==> config.mk <==
export PLATFORM = sky130hd
export DESIGN_NAME = execute_stage
export DESIGN_NICKNAME = d
export VERILOG_FILES = /design/src/rtl/execute_stage.sv
export SDC_FILE = /design/constraint.sdc
export NUM_CORES = 1
export LEC_CHECK = 0
export CAP_MARGIN = 20
export CORE_ASPECT_RATIO = 1.75
export CORE_MARGIN = 4
export CORE_UTILIZATION = 50
export DETAILED_ROUTE_END_ITERATION = 8
export GPL_ROUTABILITY_DRIVEN = 0
export PLACE_DENSITY = 0.82
export SLEW_MARGIN = 15
export SYNTH_ARGS = -nofsm -noshare
export SYNTH_HDL_FRONTEND = slang
export SYNTH_SLANG_ARGS = --single-unit
==> constraint.sdc <==
create_clock -name clk -period 5.2 [get_ports clk]
set_input_delay 1.04 -clock clk [delete_from_list [all_inputs] [get_ports clk]]
set_output_delay 1.04 -clock clk [all_outputs]
set_load 0.05 [all_outputs]
==> src/rtl/execute_stage.sv <==
// execute_stage: EX stage of the 5-stage pipeline. Forwarding muxes, ALU,
// destination select and the EX/MEM pipeline register.
// Define EXEC_MUL_EN to build the iterative shift-add multiplier (op 011),
// which stalls upstream for DATA_W+1 cycles; otherwise op 011 yields 0.
module execute_stage #(
  parameter int DATA_W = 32,
  parameter int REG_W  = 5
) (
  input  logic              clk,
  input  logic              rst,
  input  logic              regWriteE,
  input  logic              memToRegE,
  input  logic              memWriteE,
  input  logic              aluSrcE,
  input  logic              regDstE,
  input  logic [2:0]        aluControlE,
  input  logic [DATA_W-1:0] rd1E,
  input  logic [DATA_W-1:0] rd2E,
  input  logic [DATA_W-1:0] signImmE,
  input  logic [REG_W-1:0]  rtE,
  input  logic [REG_W-1:0]  rdE,
  input  logic [1:0]        forwardAE,
  input  logic [1:0]        forwardBE,
  input  logic [DATA_W-1:0] resultW,
  output logic [REG_W-1:0]  writeRegE,
  output logic              stallE,
  output logic              regWriteM,
  output logic              memToRegM,
  output logic              memWriteM,
  output logic [DATA_W-1:0] aluOutM,
  output logic [DATA_W-1:0] writeDataM,
  output logic [REG_W-1:0]  writeRegM
);

  typedef enum logic [2:0] {
    OP_AND = 3'b000,
    OP_OR  = 3'b001,
    OP_ADD = 3'b010,
    OP_MUL = 3'b011,
    OP_SUB = 3'b110,
    OP_SLT = 3'b111
  } alu_op_e;

  logic [DATA_W-1:0] src_a;
  logic [DATA_W-1:0] fwd_b;
  logic [DATA_W-1:0] src_b;
  logic [DATA_W-1:0] alu_result;
  logic              stall;
  logic              bubble;
  logic              mul_done;
  logic [DATA_W-1:0] mul_product;

  // Operand forwarding; code 11 falls back to the register-file value.
  always_comb begin
    src_a = rd1E;
    fwd_b = rd2E;
    case (forwardAE)
      2'b01:   src_a = resultW;
      2'b10:   src_a = aluOutM;
      default: src_a = rd1E;
    endcase
    case (forwardBE)
      2'b01:   fwd_b = resultW;
      2'b10:   fwd_b = aluOutM;
      default: fwd_b = rd2E;
    endcase
    src_b = aluSrcE ? signImmE : fwd_b;
  end

  assign writeRegE = regDstE ? rdE : rtE;

  // Single-cycle ALU; multiply is handled by the iterative unit below.
  always_comb begin
    alu_result = '0;
    case (alu_op_e'(aluControlE))
      OP_ADD:  alu_result = src_a + src_b;
      OP_SUB:  alu_result = src_a - src_b;
      OP_AND:  alu_result = src_a & src_b;
      OP_OR:   alu_result = src_a | src_b;
      OP_SLT:  alu_result = {{(DATA_W-1){1'b0}}, ($signed(src_a) < $signed(src_b))};
      default: alu_result = '0;
    endcase
  end

`ifdef EXEC_MUL_EN
  typedef enum logic [1:0] {IDLE, BUSY, DONE} state_e;

  localparam int CNT_W = $clog2(DATA_W + 1);
  localparam logic [CNT_W-1:0] LAST = CNT_W'(DATA_W - 1);

  state_e            state;
  state_e            next_state;
  logic [DATA_W-1:0] mcand;
  logic [DATA_W-1:0] mplier;
  logic [DATA_W-1:0] acc;
  logic [CNT_W-1:0]  count;
  logic              is_mul;

  assign is_mul = (aluControlE == OP_MUL);

  // Multiply FSM state register.
  always_ff @(posedge clk or negedge rst) begin
    if (!rst) state <= IDLE;
    else      state <= next_state;
  end

  // Next state, stall and bubble insertion.
  always_comb begin
    next_state = state;
    stall      = 1'b0;
    bubble     = 1'b0;
    case (state)
      IDLE: begin
        if (is_mul) begin
          stall      = 1'b1;
          bubble     = 1'b1;
          next_state = BUSY;
        end
      end
      BUSY: begin
        stall  = 1'b1;
        bubble = 1'b1;
        if (count == LAST) next_state = DONE;
      end
      DONE:    next_state = IDLE;
      default: next_state = IDLE;
    endcase
  end

  // Shift-add datapath; operands are captured at issue so forwarding
  // changes during BUSY cannot corrupt the product.
  always_ff @(posedge clk or negedge rst) begin
    if (!rst) begin
      mcand  <= '0;
      mplier <= '0;
      acc    <= '0;
      count  <= '0;
    end else begin
      case (state)
        IDLE: begin
          if (is_mul) begin
            mcand  <= src_a;
            mplier <= src_b;
            acc    <= '0;
            count  <= '0;
          end
        end
        BUSY: begin
          if (mplier[0]) acc <= acc + mcand;
          mcand  <= mcand << 1;
          mplier <= mplier >> 1;
          count  <= count + CNT_W'(1);
        end
        default: ;
      endcase
    end
  end

  assign mul_done    = (state == DONE);
  assign mul_product = acc;
`else
  assign stall       = 1'b0;
  assign bubble      = 1'b0;
  assign mul_done    = 1'b0;
  assign mul_product = '0;
`endif

  assign stallE = stall;

  // EX/MEM pipeline register; bubbles while a multiply occupies EX.
  always_ff @(posedge clk or negedge rst) begin
    if (!rst) begin
      regWriteM  <= 1'b0;
      memToRegM  <= 1'b0;
      memWriteM  <= 1'b0;
      aluOutM    <= '0;
      writeDataM <= '0;
      writeRegM  <= '0;
    end else if (bubble) begin
      regWriteM  <= 1'b0;
      memToRegM  <= 1'b0;
      memWriteM  <= 1'b0;
      aluOutM    <= '0;
      writeDataM <= '0;
      writeRegM  <= '0;
    end else begin
      regWriteM  <= regWriteE;
      memToRegM  <= memToRegE;
      memWriteM  <= memWriteE;
      aluOutM    <= mul_done ? mul_product : alu_result;
      writeDataM <= fwd_b;
      writeRegM  <= writeRegE;
    end
  end

endmodule

# Word level (Yosys, flattened, before mapping)
# Index checks and enable logic that the tools add are counted.
[classes] n_reduce_logical=1 order_cmp=1 bitwise_logic=2 muxes=5 n_eq_ne=8 add_sub_neg=2
[op_table] op="32-bit case mux with 5 select lines" n=1
[op_table] op="32-bit case mux with 2 select lines" n=2
[op_table] op="32-bit adder" n=1
[op_table] op="32-bit AND" n=1
[op_table] op="32-bit < comparator" n=1
[op_table] op="32-bit two-way mux" n=1
[op_table] op="32-bit bitwise OR" n=1
[op_table] op="32-bit subtractor" n=1
[op_table] op="3-bit == test, second input constant" n=2
[op_table] op="5-bit two-way mux" n=1
[op_table] op="2-bit by 1-bit == test with 1-bit output, second input constant" n=2
[op_table] op="2-bit == test, second input constant" n=2
[op_table] op="3-bit by 1-bit == test with 1-bit output, second input constant" n=1
[op_table] op="3-bit by 2-bit == test with 1-bit output, second input constant" n=1
[op_table] op="3-bit zero test" n=1
[word_totals] out_inout_bits=78 input_bits=152 regBits=72 word_cells=25

# Longest topological paths before layout
[logic_depth] depth_word=5 ltp_mapped=19 mapped_depth_nobuf=18

# Worst setup path after synthesis
# OpenSTA, ideal clock, no wires.
[synth_timing] path_kind="input-to-reg" startpoint="in forwardBE[0]" endpoint="reg aluOutM[30]" path_slack_ns=0.422 required_ns=5.074 setup_ns=0.126 stages=18 n_path_buf=2 arrival_time_ns=4.652 cell_sequence="inv_1 > ha_1 > clkbuf_1 > buf_1 > a21oi_1 > o21ai_0 > ha_1 > inv_1 > fa_1 > nor3b_1 > o311ai_4 > a2111oi_4 > o211ai_2 > o2111ai_2 > and2_1 > a21boi_2 > xnor2_1 > a221o_1"
[synth_between] elab_chain_cells=5 elab_cells_between_ends=9 cone_classes="add/sub (2); eq/ne (2); mux (3); bitwise (2)"
[synth_rtl] item="from (decl)" line_no="23" source="input logic [1:0] forwardBE,"
[synth_rtl] item="2-bit == test / 2-bit by 1-bit == test with 1-bit output (equally long branches)" line_no="62" source="case (forwardBE)"
[synth_rtl] item="32-bit case mux with 2 select lines *" line_no="62"
[synth_rtl] item="32-bit two-way mux *" line_no="67" source="src_b = aluSrcE ? signImmE : fwd_b;"
[synth_rtl] item="32-bit subtractor, or another cell as far along" line_no="77" source="OP_SUB: alu_result = src_a - src_b;"
[synth_rtl] item="32-bit case mux with 5 select lines *" line_no="75" source="case (alu_op_e'(aluControlE))"
[synth_rtl] item="named net alu_result[30]" line_no="47" source="logic [DATA_W-1:0] alu_result;"
[synth_rtl] item="to (signal assigned)" line_no="190" source="aluOutM <= mul_done ? mul_product : alu_result;"
[synth_rtl] item="to (decl)" line_no="30" source="output logic [DATA_W-1:0] aluOutM,"
# The timed path passes the listed nets; every way through them passes the cells marked *.

# Worst setup path after layout
[layout_timing] startpoint="in forwardBE[1]" endpoint="reg aluOutM[29]"
# The elaborated chain is that of the path after synthesis.

==> impl_metrics.py <==
metrics = {
    "outcome": {
        "status": "completed",
    },
    "global_routing": {
        "grt_overflow": 0,
        "antenna_found_initial": 2,
        "track_usage_pct": 39.3,
        "grt_pass1_wl_mm": 58.1,
        "grt_pass1_vias": 10800,
        "grt_max_degree": 73,
    },
    "yosys": {
        "synth_edf_count": 0,
        "yosys-top-cells-area": "dfrtp_1 21%, ha_1 16%, o21ai_0 6.7%, a21oi_1 6.5%, inv_1 6.2%",
        "synth_top_area_share_pct": 21.3,
        "ys_async_sr_fraction_pct": 100,
        "ys_warn_count": 0,
        "netlist_instances": 1146,
        "synth.yosys.seq_area_share_pct": 21.3,
        "mappedNetlistArea_um2": 8440,
        "ys_seq_elements": 72,
        "avgSynthCellArea_um2": 7.37,
        "synth_cell_types": 78,
        "synth.most_common_cell": "inv_1",
        "synth_area_leader_cell": "dfrtp_1",
        "syn_nets": 1406,
        "synth_commonest_cells": "139 x inv_1, 113 x o21ai_0, 109 x a21oi_1",
        "ys.flop_type": "dfrtp_1",
    },
    "floorplan": {
        "start_util_pct": 51.1,
        "fp.dieW_um": 106,
        "placeableCoreArea_um2": 16500,
        "rows": 62,
        "die_area_um2": 19100,
        "ios": 230,
        "dieHeight_um": 180,
    },
    "clock_tree": {
        "post_cts_resized": 0,
        "holdBufCountCts": 0,
        "ctsHtreeMaxLevel": 3,
        "cts_buffers": 9,
        "post_cts_buffers": 0,
        "clock-sinks": 72,
        "clk_pin_slew_ns": 0.07,
        "root_buffer": "clkbuf_16",
        "cts_tree": "done",
        "clockBufferDepth": 2,
        "clock_latency_ns": 0.35,
    },
    "timing": {
        "period_minus_slack_ns": 5.06,
        "final_max_slew_viol_count": 0,
        "relSlewSlack_pct": 31.8,
        "fin_skew_ns": 0.00812,
        "rsz0062_at_grt": "true",
        "clock.fmax_mhz": 198,
        "setup_viol": 0,
        "min_period_over_period_pct": 97.3,
        "tns_ns": 0,
        "tightest_slew_ns": 1.02,
        "hold_viol_final": 0,
    },
    "detailed_routing": {
        "drt-pass1-iter-count": 6,
        "vias": 10600,
        "drc": 0,
        "viasPerCell": 6.20,
        "ant_nets": 0,
        "drt-initial-drc-count": 1008,
        "wl_per_cell_um": 22.6,
        "totalWireLength_mm": 38.7,
    },
    "power": {
        "ir_drop_uv": 161,
        "leakagePower_nw": 5.73,
        "switchingPower_mw": 1.58,
        "p_per_area_nw_per_um2": 275,
        "power.share.sequential_pct": 20.9,
        "swShare_pct": 46.6,
        "p_int_mw": 1.81,
        "pwr-share-clk_pct": 18.8,
        "combPwrFrac_pct": 60.3,
    },
    "cells_and_area": {
        "drive_gt1_share_pct": 15.2,
        "postLayoutCoreUtil_pct": 74.5,
        "fin_nets": 1739,
        "post-route-cell-area_um2": 12300,
        "area_delta_synth_final_pct": 45.7,
    },
    "job": {
        "maxCapViolCount": 0,
    },
    "worst_setup_path": {
        "crit_arrival_ns": 5.30,
        "cp.required_ns": 5.44,
        "setup.worst_path.start_class": "input port",
        "worstSetupEndpointType": "flop",
        "setup.worst_path.class": "in2reg",
        "crit_fanout": 7,
    },
    "placed_design": {
        "dpl.hpwl_mm": 30.3,
        "dpl-instance-area_um2": 12000,
        "io_buffer_count": 228,
    },
    "worst_hold_path": {
        "min_path_type": "reg2reg",
    },
}
-- logic make-up after synthesis --
kind of cell / Yosys count / share of synthesized area [%]
other: 1 / 0.0444
buffers and inverters: 216 / 10.2
muxes: 18 / 2.21
adders and majority gates: 108 / 16.2
DFF: 72 / 21.3
and+or+nand+nor: 279 / 14.8
AOI/OAI and AO/OA: 420 / 31.8
xor gates and xnor gates: 32 / 3.32
-- cell usage in the layout (no fill, tap or decap), types with 4 or more instances in the layout --
cell and instances:
nand3_1 15, o21ai_0 112, xor2_1 9, buf_12 4, ha_1 104, o21a_1 11, nand4_1 7, a21o_1 12
a211oi_1 4, o31ai_1 5, inv_1 139, dfrtp_1 72, or3_1 6, clkbuf_16 9, a21oi_1 108, mux2_2 5
o22ai_1 24, a211oi_2 5, mux2i_1 13, a31oi_1 6, nor2b_1 8, nand2b_1 8, or4_1 4, nor3_1 15
buf_4 165, nand2_1 105, xnor2_1 23, a22oi_1 69, clkdlybuf4s50_1 224, nor2_1 88, o21bai_1 15, o21ai_1 4
or2_2 4, o211ai_1 5
-- worst max-delay path, stage by stage --
cell             delay (ns)
clkdlybuf4s50_1        0.51
inv_1                  0.06
ha_1                   0.21
buf_4                  0.18
a22oi_1                0.20
nor2_1                 0.07
a21oi_1                0.27
o21ai_0                0.16
buf_4                  0.22
ha_1                   0.31
or3_1                  0.40
o311ai_0               0.35
buf_4                  0.19
nand3_1                0.09
o21ai_2                0.27
a21o_1                 0.20
a311oi_1               0.09
a41o_1                 0.27
or2_1                  0.22
-- power by group through the flow --
stage / combinational [mW] / clock [mW] / sequential, mW
after floorplan: 0.906 / 0 / 0.939
after global placement: 1.94 / 0 / 0.714
after detailed placement: 1.97 / 0 / 0.713
after CTS: 1.99 / 0.636 / 0.704
after global routing: 2.17 / 0.652 / 0.711
final: 2.04 / 0.638 / 0.708
-- metal layers --
layer | track usage (%) | up-vias | share of wire (%)
li1 | - | 4654 | -
met1 | 35.7 | 4832 | 30
met2 | 69.5 | 806 | 50
met3 | 8.08 | 301 | 8.3
met4 | 38.6 | 2 | 12
met5 | 0 | - | 0.039
-- registers in the layout, indices dropped and copies added, names as in the netlist --
register / flops
aluOutM: 32
writeDataM: 32
writeRegM: 5
memToRegM: 1
memWriteM: 1
regWriteM: 1
-- final timing paths --
kind / start / to / slack (ns) / cells past startpoint
worst max-delay path: forwardBE[1] / aluOutM[29] / 0.14 / 19
worst min-delay path: aluOutM[2] / writeDataM[2] / 0.73 / 4
worst max register to register: aluOutM[16] / aluOutM[29] / 1.24 / 15
worst min register to register: aluOutM[2] / writeDataM[2] / 0.73 / 4
max in group asynchronous: rst / aluOutM[2] / 3.68 / 1
min in group asynchronous: rst / writeDataM[25] / 0.86 / 1
-- through the flow --
step | power [mW] | instances | setup slack (ns) | hold slack [ns]
global placement | 2.65 | 1692 | -0.244 | 0.722
detailed placement | 2.68 | 1692 | -0.225 | 0.710
finish | 3.39 | 1709 | 0.140 | 0.729
global route | 3.53 | 1709 | -0.0429 | 0.774
CTS | 3.33 | 1708 | 0.0775 | 0.725
floorplan | 1.85 | 1146 | 0.422 | 0.744
-- cell type report --
| cell class | count | area [um^2] |
|---|---|---|
| antenna | 1 | 2.50 |
| clock buffer | 9 | 225 |
| clock inverter | 7 | 60.1 |
| fill | 1261 | 4220 |
| inverter | 141 | 529 |
| multi-input combinational | 858 | 5820 |
| sequential | 72 | 1800 |
| tap | 224 | 280 |
| timing repair buffer | 397 | 3590 |
No activity file was read; power rests on OpenSTA's default activity.
==> variant (same flow settings) <==
The option `EXEC_MUL_EN` is turned on by a define.
--- a/src/rtl/execute_stage.sv
+++ b/src/rtl/execute_stage.sv
@@ -2,6 +2,8 @@
 // destination select and the EX/MEM pipeline register.
 // Define EXEC_MUL_EN to build the iterative shift-add multiplier (op 011),
 // which stalls upstream for DATA_W+1 cycles; otherwise op 011 yields 0.
+`define EXEC_MUL_EN
+
 module execute_stage #(
   parameter int DATA_W = 32,
   parameter int REG_W  = 5
Function: changed (a bounded check fails within 4 cycles, from zero or initial values and one cycle with rst low).
==> variant against the unedited design <==
Cell area rose by 57%; count of clock-buffer cells in the layout grew 9; sequential share of layout area grew 8.2 points; non-clock buffer count grew 25; routed wire length rose by 49%; clock skew increased by 4.8 ps; utilization fell by 8.8 points; setup slack better by 35 ps; cell count rose by 51%; sequential cell count is 104 higher; combinational power up 60%; synthesized area increased by 77%; sequential power rose to 2.9 times the old value; power increased by 96%; critical endpoint is now aluOutM[19]; highest routed layer is now met4.
==> variant: results (changes against the unedited design) <==
| Metric | Value |
|---|---|
| Synthesized net count | `2172 (was 1406)` |
| Arrival time at the worst endpoint | `5390 ps (was 5300 ps)` |
| Clock Skew | `12.93 ps (was 8.123 ps)` |
| Slew Limit Headroom | `0.2890 (was 0.3185)` |
| Number of antenna violations at the first check in global routing | `1 (was 2)` |
| Worst VDD drop | `0.2909 mV (was 0.1611 mV)` |
| Seq/Total Area, Yosys | `0.2950 (was 0.2134)` |
| #FFs+latches synth | `176 (was 72)` |
| Most area-consuming cells after synthesis | `sky130_fd_sc_hd__dfrtp_1, sky130_fd_sc_hd__ha_1, sky130_fd_sc_hd__a21oi_1 (was sky130_fd_sc_hd__dfrtp_1, sky130_fd_sc_hd__ha_1, sky130_fd_sc_hd__o21ai_0)` |
| Leakage Power | `0.009017 uW (was 0.005728 uW)` |
| Cell count after synthesis | `1871 (was 1146)` |
| Count of TritonRoute iterations in the first routing pass | `9 (was 6)` |
| Wire length of the first global-routing pass | `88710 um (was 58090 um)` |
| Number of library cell types mapped by synthesis | `103 (was 78)` |
| Number of design-rule violations left by the first detailed-router iteration | `2190 (was 1008)` |
| Switch Pwr | `2892 uW (was 1577 uW)` |
| Crit Path Max Fanout | `14 (was 7)` |
| Finished Layout Cells | `2585 (was 1709)` |
| Post-detailed-routing wire length | `57600 um (was 38700 um)` |
| Count of antenna diodes in the layout | `0 (was 1)` |
| Buffers added on ports | `229 (was 228)` |
| Number of nets in the layout | `2491 (was 1739)` |
| Pin count of the biggest net entering global routing | `90 (was 73)` |
| Result of the run | `complete, no violations (unchanged)` |
| Number of clock buffers inserted by TritonCTS | `17 (was 9)` |
| Global-route total usage across every layer | `0.3380 (was 0.3927)` |
[variant: changes by cell type after synthesis, moves of 25 or more]
cell / unedited run / this run
sky130_fd_sc_hd__inv_1: 139 / 106
sky130_fd_sc_hd__a21o_1: 12 / 37
sky130_fd_sc_hd__o21ai_0: 113 / 168
sky130_fd_sc_hd__clkbuf_1: 50 / 78
sky130_fd_sc_hd__ha_1: 106 / 146
sky130_fd_sc_hd__nand2_1: 105 / 140
sky130_fd_sc_hd__a22oi_1: 69 / 129
sky130_fd_sc_hd__dfrtp_1: 72 / 176
sky130_fd_sc_hd__a21oi_1: 109 / 206
sky130_fd_sc_hd__nor2_1: 88 / 231
[variant: kinds of logic (layout without fill, tap and decap cells)]
family	count (synthesis)	in the layout	synth area share
XOR/XNOR	53	53	0.03109
buffers and inverters	235	567	0.06679
adder cells (fa/ha/maj)	149	149	0.1264
AO/OA/AOI/OAI	718	718	0.3107
flip-flops	176	176	0.2950
multiplexers	17	17	0.01182
AND/OR/NAND/NOR	523	523	0.1582
[variant: metal layers]
| layer | global-route usage | part of all wire | vias to the layer above | routed length, um |
|---|---|---|---|---|
| met1 | 0.3689 | 0.34 | 7913 | 19500 |
| li1 | - | - | 7344 | - |
| met4 | 0.2303 | 0.078 | 0 | 4504 |
| met2 | 0.5879 | 0.49 | 1156 | 28010 |
| met5 | 0 | 0 | - | 0 |
| met3 | 0.06749 | 0.097 | 345 | 5589 |
[variant: power groups by stage]
stage / logic (uW) / registers [uW] / clock network (uW)
floorplan: 1940 / 2070 / 0
global placement: 3030 / 2030 / 0
detailed placement: 3140 / 2040 / 0
CTS: 3160 / 2020 / 1350
global route: 3510 / 2070 / 1400
finish: 3260 / 2040 / 1340
[variant: layout make-up]
| class | count | area [um^2] |
|---|---|---|
| flip-flops and latches | 176 | 4404 |
| fillers | 2333 | 10090 |
| clock buffers | 18 | 439.2 |
| well taps | 382 | 478.0 |
| repair buffers | 422 | 3831 |
| clock inverters | 14 | 153.9 |
| inverters | 113 | 424.2 |
| multi-input cells | 1460 | 9572 |
[variant: per-stage QoR]
stage | instance area [um^2] | worst slack (ps) | util
finish | 19300 | 175.4 | 0.6568
global route | 19300 | 12.55 | 0.6568
CTS | 19260 | 274.7 | 0.6554
detailed placement | 18670 | -190.2 | 0.6352
global placement | 18670 | -76.07 | 0.6352
floorplan | 14930 | 383.6 | -
[variant: path summary, 6_finish.rpt]
kind / startpoint / to / slack (ps) / depth (start not counted)
max in group asynchronous: rst / mcand[28] / 3660 / 2
min in group asynchronous: rst / mplier[6] / 590 / 1
worst max register to register: aluOutM[0] / aluOutM[12] / 1090 / 18
worst min-delay path: mplier[7] / mplier[7] / 490 / 2
worst max-delay path: forwardBE[1] / aluOutM[19] / 180 / 20
worst min register to register: mplier[7] / mplier[7] / 490 / 2
